File: config.mk
export PLATFORM = sky130hd
export DESIGN_NAME = interconnect_fabric
export DESIGN_NICKNAME = d
export VERILOG_FILES = /design/src/rtl/interconnect_fabric.sv
export SDC_FILE = /design/constraint.sdc
export NUM_CORES = 1
export LEC_CHECK = 0
export BUFFER_PORTS_ARGS = -buffer_cell sky130_fd_sc_hd__buf_2
export CORE_MARGIN = 2
export CORE_UTILIZATION = 29
export DETAILED_ROUTE_END_ITERATION = 6
export PLACE_DENSITY = 0.55
export SETUP_SLACK_MARGIN = 0.1
export SLEW_MARGIN = 20
export SYNTH_ARGS = -nofsm -noshare
export SYNTH_HDL_FRONTEND = slang
export SYNTH_SLANG_ARGS = --single-unit
File: constraint.sdc
create_clock -name clk -period 2.21 [get_ports clk]
set_clock_uncertainty 0.05 [all_clocks]
set_input_delay 0.1105 -clock clk [delete_from_list [all_inputs] [get_ports clk]]
set_output_delay 0.1105 -clock clk [all_outputs]
set_load 0.02 [all_outputs]
File: src/rtl/interconnect_fabric.sv
// Single-master interconnect: decodes CPU requests to one of N_TGT targets or a
// boot shadow ROM, with per-access timeout and a saturating error counter.
module interconnect_fabric #(
    parameter int                      ADDR_W      = 16,
    parameter int                      DATA_W      = 16,
    parameter int                      N_TGT       = 4,
    parameter logic [N_TGT*ADDR_W-1:0] TGT_BASE    = {16'hF000, 16'hE000, 16'h0000, 16'h0000},
    parameter logic [N_TGT*ADDR_W-1:0] TGT_MASK    = {16'hFF00, 16'hF000, 16'hE000, 16'hC000},
    parameter int                      TIMEOUT     = 255,
    parameter int                      SHADOW_LOG2 = 8
) (
    input  logic                    clk,
    input  logic                    reset_n,
    input  logic                    boot_sel,
    input  logic                    cpu_mem_req,
    input  logic                    cpu_mem_read,
    input  logic                    cpu_mem_write,
    input  logic [ADDR_W-1:0]       cpu_mem_addr,
    input  logic [DATA_W-1:0]       cpu_mem_wdata,
    output logic [DATA_W-1:0]       cpu_mem_rdata,
    output logic                    cpu_mem_ready,
    output logic                    cpu_mem_err,
    output logic [N_TGT-1:0]        tgt_req,
    output logic                    tgt_we,
    output logic [ADDR_W-1:0]       tgt_addr,
    output logic [DATA_W-1:0]       tgt_wdata,
    input  logic [N_TGT*DATA_W-1:0] tgt_rdata,
    input  logic [N_TGT-1:0]        tgt_ready,
    output logic [SHADOW_LOG2-1:0]  rom_addr,
    input  logic [DATA_W-1:0]       rom_data,
    output logic                    boot_mode,
    output logic [7:0]              err_count
);

    localparam int IDX_W = (N_TGT > 1) ? $clog2(N_TGT) : 1;
    localparam int CNT_W = 16;
    localparam logic [CNT_W-1:0] TO_LAST = CNT_W'(TIMEOUT - 1);

    typedef enum logic [1:0] {
        IDLE,
        ACCESS,
        SHADOW,
        RESP
    } state_t;

    state_t             state;
    state_t             next_state;

    logic               boot_done;
    logic               armed;
    logic [ADDR_W-1:0]  addr_q;
    logic [DATA_W-1:0]  wdata_q;
    logic               we_q;
    logic [IDX_W-1:0]   sel_q;
    logic [DATA_W-1:0]  rdata_q;
    logic               err_q;
    logic [CNT_W-1:0]   to_cnt;

    logic               hit;
    logic [IDX_W-1:0]   hit_idx;
    logic               shadow_hit;
    logic               rw_bad;
    logic               accept;
    logic               sel_ready;
    logic               timed_out;
    logic [DATA_W-1:0]  tgt_rdata_arr [N_TGT];

    // Address decode; scanning from the top down lets the lowest index win.
    always_comb begin
        hit     = 1'b0;
        hit_idx = '0;
        for (int i = N_TGT - 1; i >= 0; i--) begin
            if ((cpu_mem_addr & TGT_MASK[i*ADDR_W +: ADDR_W]) == TGT_BASE[i*ADDR_W +: ADDR_W]) begin
                hit     = 1'b1;
                hit_idx = IDX_W'(i);
            end
        end
    end

    assign rw_bad     = (cpu_mem_read == cpu_mem_write);
    assign shadow_hit = boot_mode && cpu_mem_read && !cpu_mem_write &&
                        (cpu_mem_addr[ADDR_W-1:SHADOW_LOG2] == '0);
    assign accept     = (state == IDLE) && cpu_mem_req && armed;

    always_comb begin
        for (int i = 0; i < N_TGT; i++) begin
            tgt_rdata_arr[i] = tgt_rdata[i*DATA_W +: DATA_W];
        end
    end

    assign sel_ready = tgt_ready[sel_q];
    assign timed_out = (to_cnt == TO_LAST);

    always_ff @(posedge clk) begin
        if (!reset_n) begin
            state <= IDLE;
        end else begin
            state <= next_state;
        end
    end

    always_comb begin
        next_state = state;
        case (state)
            IDLE: begin
                if (accept) begin
                    if (rw_bad) begin
                        next_state = RESP;
                    end else if (shadow_hit) begin
                        next_state = SHADOW;
                    end else if (hit) begin
                        next_state = ACCESS;
                    end else begin
                        next_state = RESP;
                    end
                end
            end
            ACCESS: begin
                if (sel_ready || timed_out) begin
                    next_state = RESP;
                end
            end
            SHADOW:  next_state = RESP;
            RESP:    next_state = IDLE;
            default: next_state = IDLE;
        endcase
    end

    always_comb begin
        tgt_req       = '0;
        cpu_mem_ready = 1'b0;
        cpu_mem_err   = 1'b0;
        case (state)
            ACCESS: tgt_req[sel_q] = 1'b1;
            RESP: begin
                cpu_mem_ready = 1'b1;
                cpu_mem_err   = err_q;
            end
            default: ;
        endcase
    end

    assign cpu_mem_rdata = rdata_q;
    assign tgt_we        = we_q;
    assign tgt_addr      = addr_q;
    assign tgt_wdata     = wdata_q;
    assign rom_addr      = addr_q[SHADOW_LOG2-1:0];

    // Boot source is sampled once, on the first edge out of reset.
    always_ff @(posedge clk) begin
        if (!reset_n) begin
            boot_mode <= 1'b0;
            boot_done <= 1'b0;
        end else if (!boot_done) begin
            boot_mode <= boot_sel;
            boot_done <= 1'b1;
        end
    end

    // A held request must drop for an IDLE cycle before another one is taken.
    always_ff @(posedge clk) begin
        if (!reset_n) begin
            armed   <= 1'b1;
            addr_q  <= '0;
            wdata_q <= '0;
            we_q    <= 1'b0;
            sel_q   <= '0;
        end else begin
            if (state == IDLE && !cpu_mem_req) begin
                armed <= 1'b1;
            end
            if (accept) begin
                armed   <= 1'b0;
                addr_q  <= cpu_mem_addr;
                wdata_q <= cpu_mem_wdata;
                we_q    <= cpu_mem_write;
                sel_q   <= hit_idx;
            end
        end
    end

    always_ff @(posedge clk) begin
        if (!reset_n) begin
            rdata_q <= '0;
            err_q   <= 1'b0;
            to_cnt  <= '0;
        end else begin
            case (state)
                IDLE: begin
                    if (accept) begin
                        to_cnt <= '0;
                        if (rw_bad || (!shadow_hit && !hit)) begin
                            rdata_q <= '0;
                            err_q   <= 1'b1;
                        end
                    end
                end
                ACCESS: begin
                    // A ready in the last allowed cycle still completes normally.
                    if (sel_ready) begin
                        rdata_q <= we_q ? '0 : tgt_rdata_arr[sel_q];
                        err_q   <= 1'b0;
                    end else if (timed_out) begin
                        rdata_q <= '0;
                        err_q   <= 1'b1;
                    end else begin
                        to_cnt <= to_cnt + 1'b1;
                    end
                end
                SHADOW: begin
                    rdata_q <= rom_data;
                    err_q   <= 1'b0;
                end
                default: ;
            endcase
        end
    end

    always_ff @(posedge clk) begin
        if (!reset_n) begin
            err_count <= 8'h00;
        end else if (state == RESP && err_q && err_count != 8'hFF) begin
            err_count <= err_count + 8'h01;
        end
    end

endmodule

==> summary.log, run 1 <==
INFO  power_and_ir_drop leakage=2.86nW
INFO  final_layout   layout.core_utilization=44.5%
INFO  worst_hold_path min_from=cpu_mem_wdata[8]
INFO  routing        antenna_violating_nets_post_route=0
INFO  global_routing pin_count_of_the_biggest_net_entering_global_routing=44
INFO  clock_network  cts.htree.levels=3
INFO  logic_synthesis synthesis.area_per_instance=8.86µm²
INFO  critical_path  critical_path_required=2370ps
INFO  power_and_ir_drop p_int=3.74mW
INFO  place          hpwl_detailed=9.89mm
INFO  logic_synthesis ys_ff_latch=81
INFO  routing        vias=4476
INFO  die            core.rowCount=44
INFO  die            die-area=15600µm²
INFO  clock_network  cts_max_path_buffers=2
INFO  logic_synthesis postSynthNetCount=608
INFO  global_routing groute.usage.overall=17.1%
INFO  routing        detailedRoute.firstPassIterationCount=6
INFO  die            die_w=125µm
INFO  global_routing overflow=0
INFO  routing        totalWireLength=13.5mm
INFO  routing        drc_errors_left=0
INFO  critical_path  critPathCaptureType=flip-flop
INFO  critical_path  cp-start-kind=flip-flop
INFO  power_and_ir_drop power.share.combinational=41.1%
INFO  place          place_congestion=0.831
INFO  final_layout   nNetsFinal=848
INFO  final_layout   post_route_cells_drive_above_1_share=41.6%
INFO  logic_synthesis synth_largest_type_area_fraction=38.3%
INFO  worst_hold_path worst_hold_path_type=in -> reg
INFO  logic_synthesis post-synth-top-area-cell=sky130_fd_sc_hd__dfxtp_1
INFO  global_routing grt_pass1_wl=21.9mm
INFO  power_and_ir_drop sequentialPowerShare=30.3%
INFO  logic_synthesis ys_dominant_reg_cell=sky130_fd_sc_hd__dfxtp_1
INFO  logic_synthesis yosys.cell_count.top_type=sky130_fd_sc_hd__nand2_1
INFO  place          worst_setup_slack_post_dpl=-47.7ps
INFO  routing        drt_iter0_markers=156
INFO  routing        routedWlPerCell=14.9µm
INFO  logic_synthesis yosysSeqAreaShare=38.3%
INFO  clock_network  clkLatencyLatePin=340ps
INFO  worst_hold_path worst_hold_path.endpoint=tgt_wdata[8]
INFO  die            io_pins=194
INFO  status         run_status=complete, no violations
INFO  sta            post-route-min-period=2210ps
INFO  logic_synthesis postSynthCellCount=478
INFO  logic_synthesis netlist_top_cells_area=sky130_fd_sc_hd__dfxtp_1 (38%), sky130_fd_sc_hd__nand2_1 (11%), sky130_fd_sc_hd__mux4_2 (8.5%)
INFO  logic_synthesis synth_enable_flop_cells=0
INFO  power_and_ir_drop sw_frac_of_total=34.9%
INFO  sta            finalWorstSetupSlack=1.89ps
INFO  routing        drt-vias-per-instance=4.93
INFO  sta            report.final.slew_viol_count=0
INFO  power_and_ir_drop power-per-cell-area=894nW/µm²
INFO  logic_synthesis synth_warnings=0
INFO  logic_synthesis postSynth.asyncResetShare=0%
INFO  sta            relSlewSlack=56.8%
INFO  critical_path  timing.reg2reg.setup_slack=2ps
INFO  sta            achievable-frequency=0.453GHz
INFO  logic_synthesis yosys.cell_types.count=48
INFO  power_and_ir_drop ir_worst_vdd=0.816mV
INFO  sta            totalNegativeSetupSlack=0ps
INFO  flow_run       maxCapViolations=0
INFO  critical_path  setup.worst_path.class=reg -> reg
INFO  clock_network  cts.root.buffer_cell=sky130_fd_sc_hd__clkbuf_16
INFO  critical_path  cp.arrival=2370ps
INFO  worst_hold_path whs_path_depth=3
INFO  sta            hold_ws=12.4ps
INFO  sta            max_slew.worst_pin.slew=644ps
INFO  final_layout   non_filler_instance_count_after_layout=907
INFO  power_and_ir_drop power.switching=2.00mW
INFO  final_layout   postLayoutCellArea=6410µm²
INFO  place          place.port_buffers=193
INFO  sta            timing.final.setup_violations=0
INFO  power_and_ir_drop total_power=5.74mW
INFO  die            floorplan.initialDensity=29.4%
INFO  place          place_area=5550µm²
INFO  critical_path  worstReg2RegEnd=to_cnt[13]
INFO  final_layout   diodes_inserted=0
INFO  clock_network  cts_inserted_buffers=9
INFO  critical_path  worst-r2r-cell-count=9
INFO  die            die-height=125µm
INFO  clock_network  tritoncts=done
INFO  sta            rsz_0062_raised_after_global_routing=true
INFO  logic_synthesis top_cells_by_instance_count_after_synthesis=sky130_fd_sc_hd__nand2_1 (123), sky130_fd_sc_hd__dfxtp_1 (81), sky130_fd_sc_hd__a21boi_0 (37)
INFO  final_layout   area.growth.synth_to_final=51.4%
INFO  sta            hold_viol=0
INFO  clock_network  cts.reportedPaths.clkPinSlew=60ps
INFO  logic_synthesis mappedNetlistArea=4240µm²
INFO  die            core=14400µm²
INFO  critical_path  critical_path_peak_fanout=6
INFO  global_routing grt_antenna_before_repair=0
INFO  global_routing grt_pass1_vias=4463
INFO  sta            final.period_utilization=99.9%
INFO  critical_path  reg2reg_from=to_cnt[0]
INFO  place          dpl.cell_count=853
INFO  clock_network  cts_sinks=81
INFO  power_and_ir_drop clock_power_share=28.7%
## critical path, stage by stage (launching register included)
cell                       delay, ps
sky130_fd_sc_hd__dfxtp_2         340
sky130_fd_sc_hd__inv_2            50
sky130_fd_sc_hd__ha_4            150
sky130_fd_sc_hd__nor4b_4         120
sky130_fd_sc_hd__and4_1          210
sky130_fd_sc_hd__a2111o_2        460
sky130_fd_sc_hd__buf_6           150
sky130_fd_sc_hd__buf_4           140
sky130_fd_sc_hd__o31ai_1         320
sky130_fd_sc_hd__a21oi_2         100
## layer usage
metal	global-route usage (%)	share of wire, %	routed length, µm	vias to the layer above
met4	4.12	1.2	161	0
met1	20.9	42	5690	2135
met2	29.5	49	6680	158
met5	0	0	0	-
li1	-	-	-	2171
met3	5.54	7.3	994	12
## area by class of cell
cell class | instances | area, µm²
sequential | 81 | 1620
clock inverter | 5 | 77.6
multi-input combinational | 350 | 2570
inverter | 9 | 33.8
fill | 1424 | 8010
tap | 184 | 230
timing repair buffer | 267 | 1620
clock buffer | 11 | 253
## registers in the layout, indices dropped and copies added (netlist names)
signal	cells
tgt_we	1
to_cnt	16
armed	1
cpu_mem_rdata	16
err_q	1
state	2
sel_q	2
boot_mode	1
err_count	8
boot_done	1
tgt_addr	16
tgt_wdata	16
## repair_timing
action | 4_1_cts | 5_1_grt
buffers inserted | 3 | 4
hold buffers | 31 | 0
pin swaps | 5 | 16
endpoints found under the hold margin | 31 | 0
setup endpoints to repair | 28 | 31
gates resized for setup | 9 | 27
## cells in the final DEF (no fill, tap or decap), drive strengths merged, types with 4 or more instances in the layout
cell and n:
dfxtp 81, ha 8, nor3 8, a21oi 12, nor2 9, a22o 16, and2 11, xor2 5
and3 4, o21ai 8, nor2b 4, or4 7, clkbuf 11, nand4 6, buf 236, inv 9
dlygate4sd3 31, nand3 13, nand2 123, a21boi 39, mux2i 24, mux4 16, o31ai 8
## power groups by stage
stage	combinational, mW	clock [mW]	sequential (mW)
after CTS	2.20	1.70	1.74
after floorplan	1.17	0	1.93
after global routing	2.56	1.76	1.76
after detailed placement	2.05	0	1.76
final	2.35	1.64	1.74
after global placement	2.01	0	1.76
## cell families (layout without fill, tap and decap cells)
logic type,Yosys count,count (layout),synth area share (%)
multiplexers,41,41,14.4
AND/OR/NAND/NOR,199,199,21.9
adder cells (fa/ha/maj),8,8,2.36
AO/OA/AOI/OAI,95,95,16.5
XOR/XNOR,7,7,1.45
flip-flops,81,81,38.3
buffers and inverters,47,292,5.05
## worst max-delay path by stage
stage	start	to	slack (ps)	depth (start not counted)
after floorplan	to_cnt[0]	to_cnt[8]	90	8
after global placement	state[1]	to_cnt[14]	30	6
after detailed placement	state[1]	to_cnt[14]	-50	6
after CTS	to_cnt[0]	to_cnt[14]	6	8
after global routing	to_cnt[0]	to_cnt[13]	-90	9
final	to_cnt[0]	to_cnt[13]	2	9
No activity file was read; power rests on OpenSTA's default activity.
==> run 2: changes to the inputs <==
CTS_BUF_LIST = sky130_fd_sc_hd__clkbuf_4 sky130_fd_sc_hd__clkbuf_8   (was default)
==> summary.log, run 2 (synthesis results as in run 1) <==
INFO  die            core.rowCount=44 [unchanged]
INFO  routing        totalWireLength=13.6mm [+0.58%]
INFO  critical_path  critical_path_required=2470ps [+100 ps]
INFO  routing        routedWlPerCell=14.9µm [about the same]
INFO  routing        drc_errors_left=0 [unchanged]
INFO  routing        detailedRoute.firstPassIterationCount=6 [unchanged]
INFO  place          worst_setup_slack_post_dpl=-47.7ps [unchanged]
INFO  sta            hold_ws=76.4ps [+64.0 ps]
INFO  sta            relSlewSlack=57.0% [+0.22 points]
INFO  worst_hold_path whs_path_depth=4 [+1]
INFO  critical_path  cp-start-kind=flip-flop
INFO  flow_run       maxCapViolations=0 [unchanged]
INFO  sta            timing.final.setup_violations=0 [unchanged]
INFO  place          hpwl_detailed=9.89mm [unchanged]
INFO  routing        antenna_violating_nets_post_route=0 [unchanged]
INFO  critical_path  critPathCaptureType=flip-flop
INFO  clock_network  cts.root.buffer_cell=sky130_fd_sc_hd__clkbuf_8
INFO  status         run_status=complete, no violations
INFO  critical_path  worst-r2r-cell-count=7 [-2]
INFO  global_routing grt_pass1_wl=21.9mm [+0.38%]
INFO  die            io_pins=194 [unchanged]
INFO  global_routing pin_count_of_the_biggest_net_entering_global_routing=44 [unchanged]
INFO  sta            final.period_utilization=95.2% [-4.7 points]
INFO  critical_path  setup.worst_path.class=reg -> reg
INFO  die            die-height=125µm [unchanged]
INFO  final_layout   most-common-layout-cells=sky130_fd_sc_hd__buf_2 (193), sky130_fd_sc_hd__nand2_1 (123), sky130_fd_sc_hd__dfxtp_1 (78), sky130_fd_sc_hd__buf_4 (42), sky130_fd_sc_hd__a21boi_0 (37)
INFO  power_and_ir_drop leakage=2.81nW [-1.5%]
INFO  final_layout   layout.core_utilization=43.6% [-0.87 points]
INFO  clock_network  clkLatencyLatePin=370ps [+30 ps]
INFO  sta            hold_viol=0 [unchanged]
INFO  final_layout   post_route_cells_drive_above_1_share=40.6% [-1.0 points]
INFO  global_routing groute.usage.overall=17.3% [+0.17 points]
INFO  die            die_w=125µm [unchanged]
INFO  critical_path  timing.reg2reg.setup_slack=110ps [+100 ps]
INFO  critical_path  critical_path_peak_fanout=7 [+1]
INFO  sta            report.final.slew_viol_count=0 [unchanged]
INFO  sta            rsz_0062_raised_after_global_routing=true
INFO  routing        drt-vias-per-instance=4.96 [+0.61%]
INFO  global_routing overflow=0 [unchanged]
INFO  sta            finalWorstSetupSlack=106ps [+104 ps]
INFO  worst_hold_path worst_hold_path.endpoint=armed
INFO  sta            achievable-frequency=0.475GHz [+4.9%]
INFO  routing        vias=4533 [+1.3%]
INFO  routing        drt_iter0_markers=183 [+17%]
INFO  clock_network  cts_inserted_buffers=9 [unchanged]
INFO  critical_path  worstReg2RegEnd=to_cnt[14]
INFO  place          place_congestion=0.831 [unchanged]
INFO  worst_hold_path worst_hold_path_type=in -> reg
INFO  sta            max_slew.worst_pin.slew=640ps [-3.29 ps]
INFO  die            floorplan.initialDensity=29.4% [unchanged]
INFO  power_and_ir_drop total_power=5.31mW [-7.4%]
INFO  final_layout   nNetsFinal=854 [+0.71%]
INFO  global_routing grt_pass1_vias=4481 [+0.40%]
INFO  global_routing grt_antenna_before_repair=0 [unchanged]
INFO  clock_network  cts_max_path_buffers=2 [unchanged]
INFO  final_layout   diodes_inserted=0 [unchanged]
INFO  critical_path  cp.arrival=2360ps [about the same]
INFO  clock_network  cts.reportedPaths.clkPinSlew=80ps [+20 ps]
INFO  clock_network  cts_sinks=81 [unchanged]
INFO  die            die-area=15600µm² [unchanged]
INFO  critical_path  reg2reg_from=state[0]
INFO  final_layout   final_common_cell=sky130_fd_sc_hd__buf_2
INFO  sta            totalNegativeSetupSlack=0ps [unchanged]
INFO  sta            post-route-min-period=2100ps [-104 ps]
INFO  die            core=14400µm² [unchanged]
INFO  worst_hold_path min_from=cpu_mem_req
INFO  power_and_ir_drop power-per-cell-area=845nW/µm² [-5.6%]
INFO  place          place.port_buffers=193 [unchanged]
INFO  clock_network  cts.htree.levels=3 [unchanged]
INFO  final_layout   area.growth.synth_to_final=48.4%
INFO  power_and_ir_drop ir_worst_vdd=0.772mV [-5.4%]
INFO  clock_network  tritoncts=done
[run 2: cell types whose count changed in the layout (fill, tap and decap cells not counted), sizes merged]
cell and delta:
a2111o +1, dlygate4sd3 +3, buf +2
[run 2: stage by stage]
step           instances  cell area (µm²)
2_1_floorplan        478             4260
3_3_place_gp         853             5550
3_5_place_dp         853             5550
4_1_cts              908             6170
5_1_grt              913             6290
6_report             913             6290
[run 2: area by class of cell]
class	instances	area (µm²)
clock buffer	11	151
clock inverter	5	77.6
fill	1453	8140
inverter	9	38.8
multi-input combinational	351	2510
sequential	81	1630
tap	184	230
timing repair buffer	272	1660
[run 2: per-layer routing]
layer  global-route usage [%]  share of wire [%]  vias up
li1                         -                  -     2181
met1                     21.0                 41     2160
met2                     29.3                 49      182
met3                     6.49                8.5       10
met4                     3.79                1.1        0
met5                        0                  0        -
[run 2: power by group]
group / internal, mW / switching [mW]
Sequential: 1.64 / 0.107
Combinational: 1.04 / 1.27
Clock: 0.694 / 0.566
[run 2: critical path, stage by stage (launching register included)]
cell,delay (ps)
sky130_fd_sc_hd__dfxtp_4,370
sky130_fd_sc_hd__inv_4,60
sky130_fd_sc_hd__ha_4,150
sky130_fd_sc_hd__nand3_4,70
sky130_fd_sc_hd__and2_4,160
sky130_fd_sc_hd__a2111o_2,520
sky130_fd_sc_hd__or4_1,520
sky130_fd_sc_hd__a21oi_1,140
[run 2: worst max path at each step]
stage | startpoint | endpoint | slack [ps] | cells after the start
3_3_place_gp | state[1] | to_cnt[14] | 30 | 6
5_1_grt | state[0] | to_cnt[8] | 50 | 7
2_1_floorplan | to_cnt[0] | to_cnt[8] | 90 | 8
6_report | state[0] | to_cnt[14] | 110 | 7
4_1_cts | to_cnt[0] | to_cnt[8] | -20 | 7
3_5_place_dp | state[1] | to_cnt[14] | -50 | 6
[run 2: timing repair]
item,in CTS,in global routing
setup buffers,4,5
setup endpoints to repair,28,30
gates resized for setup,6,18
endpoints found under the hold margin,35,0
pin swaps,17,7
hold buffers,34,0
cloned,1,0
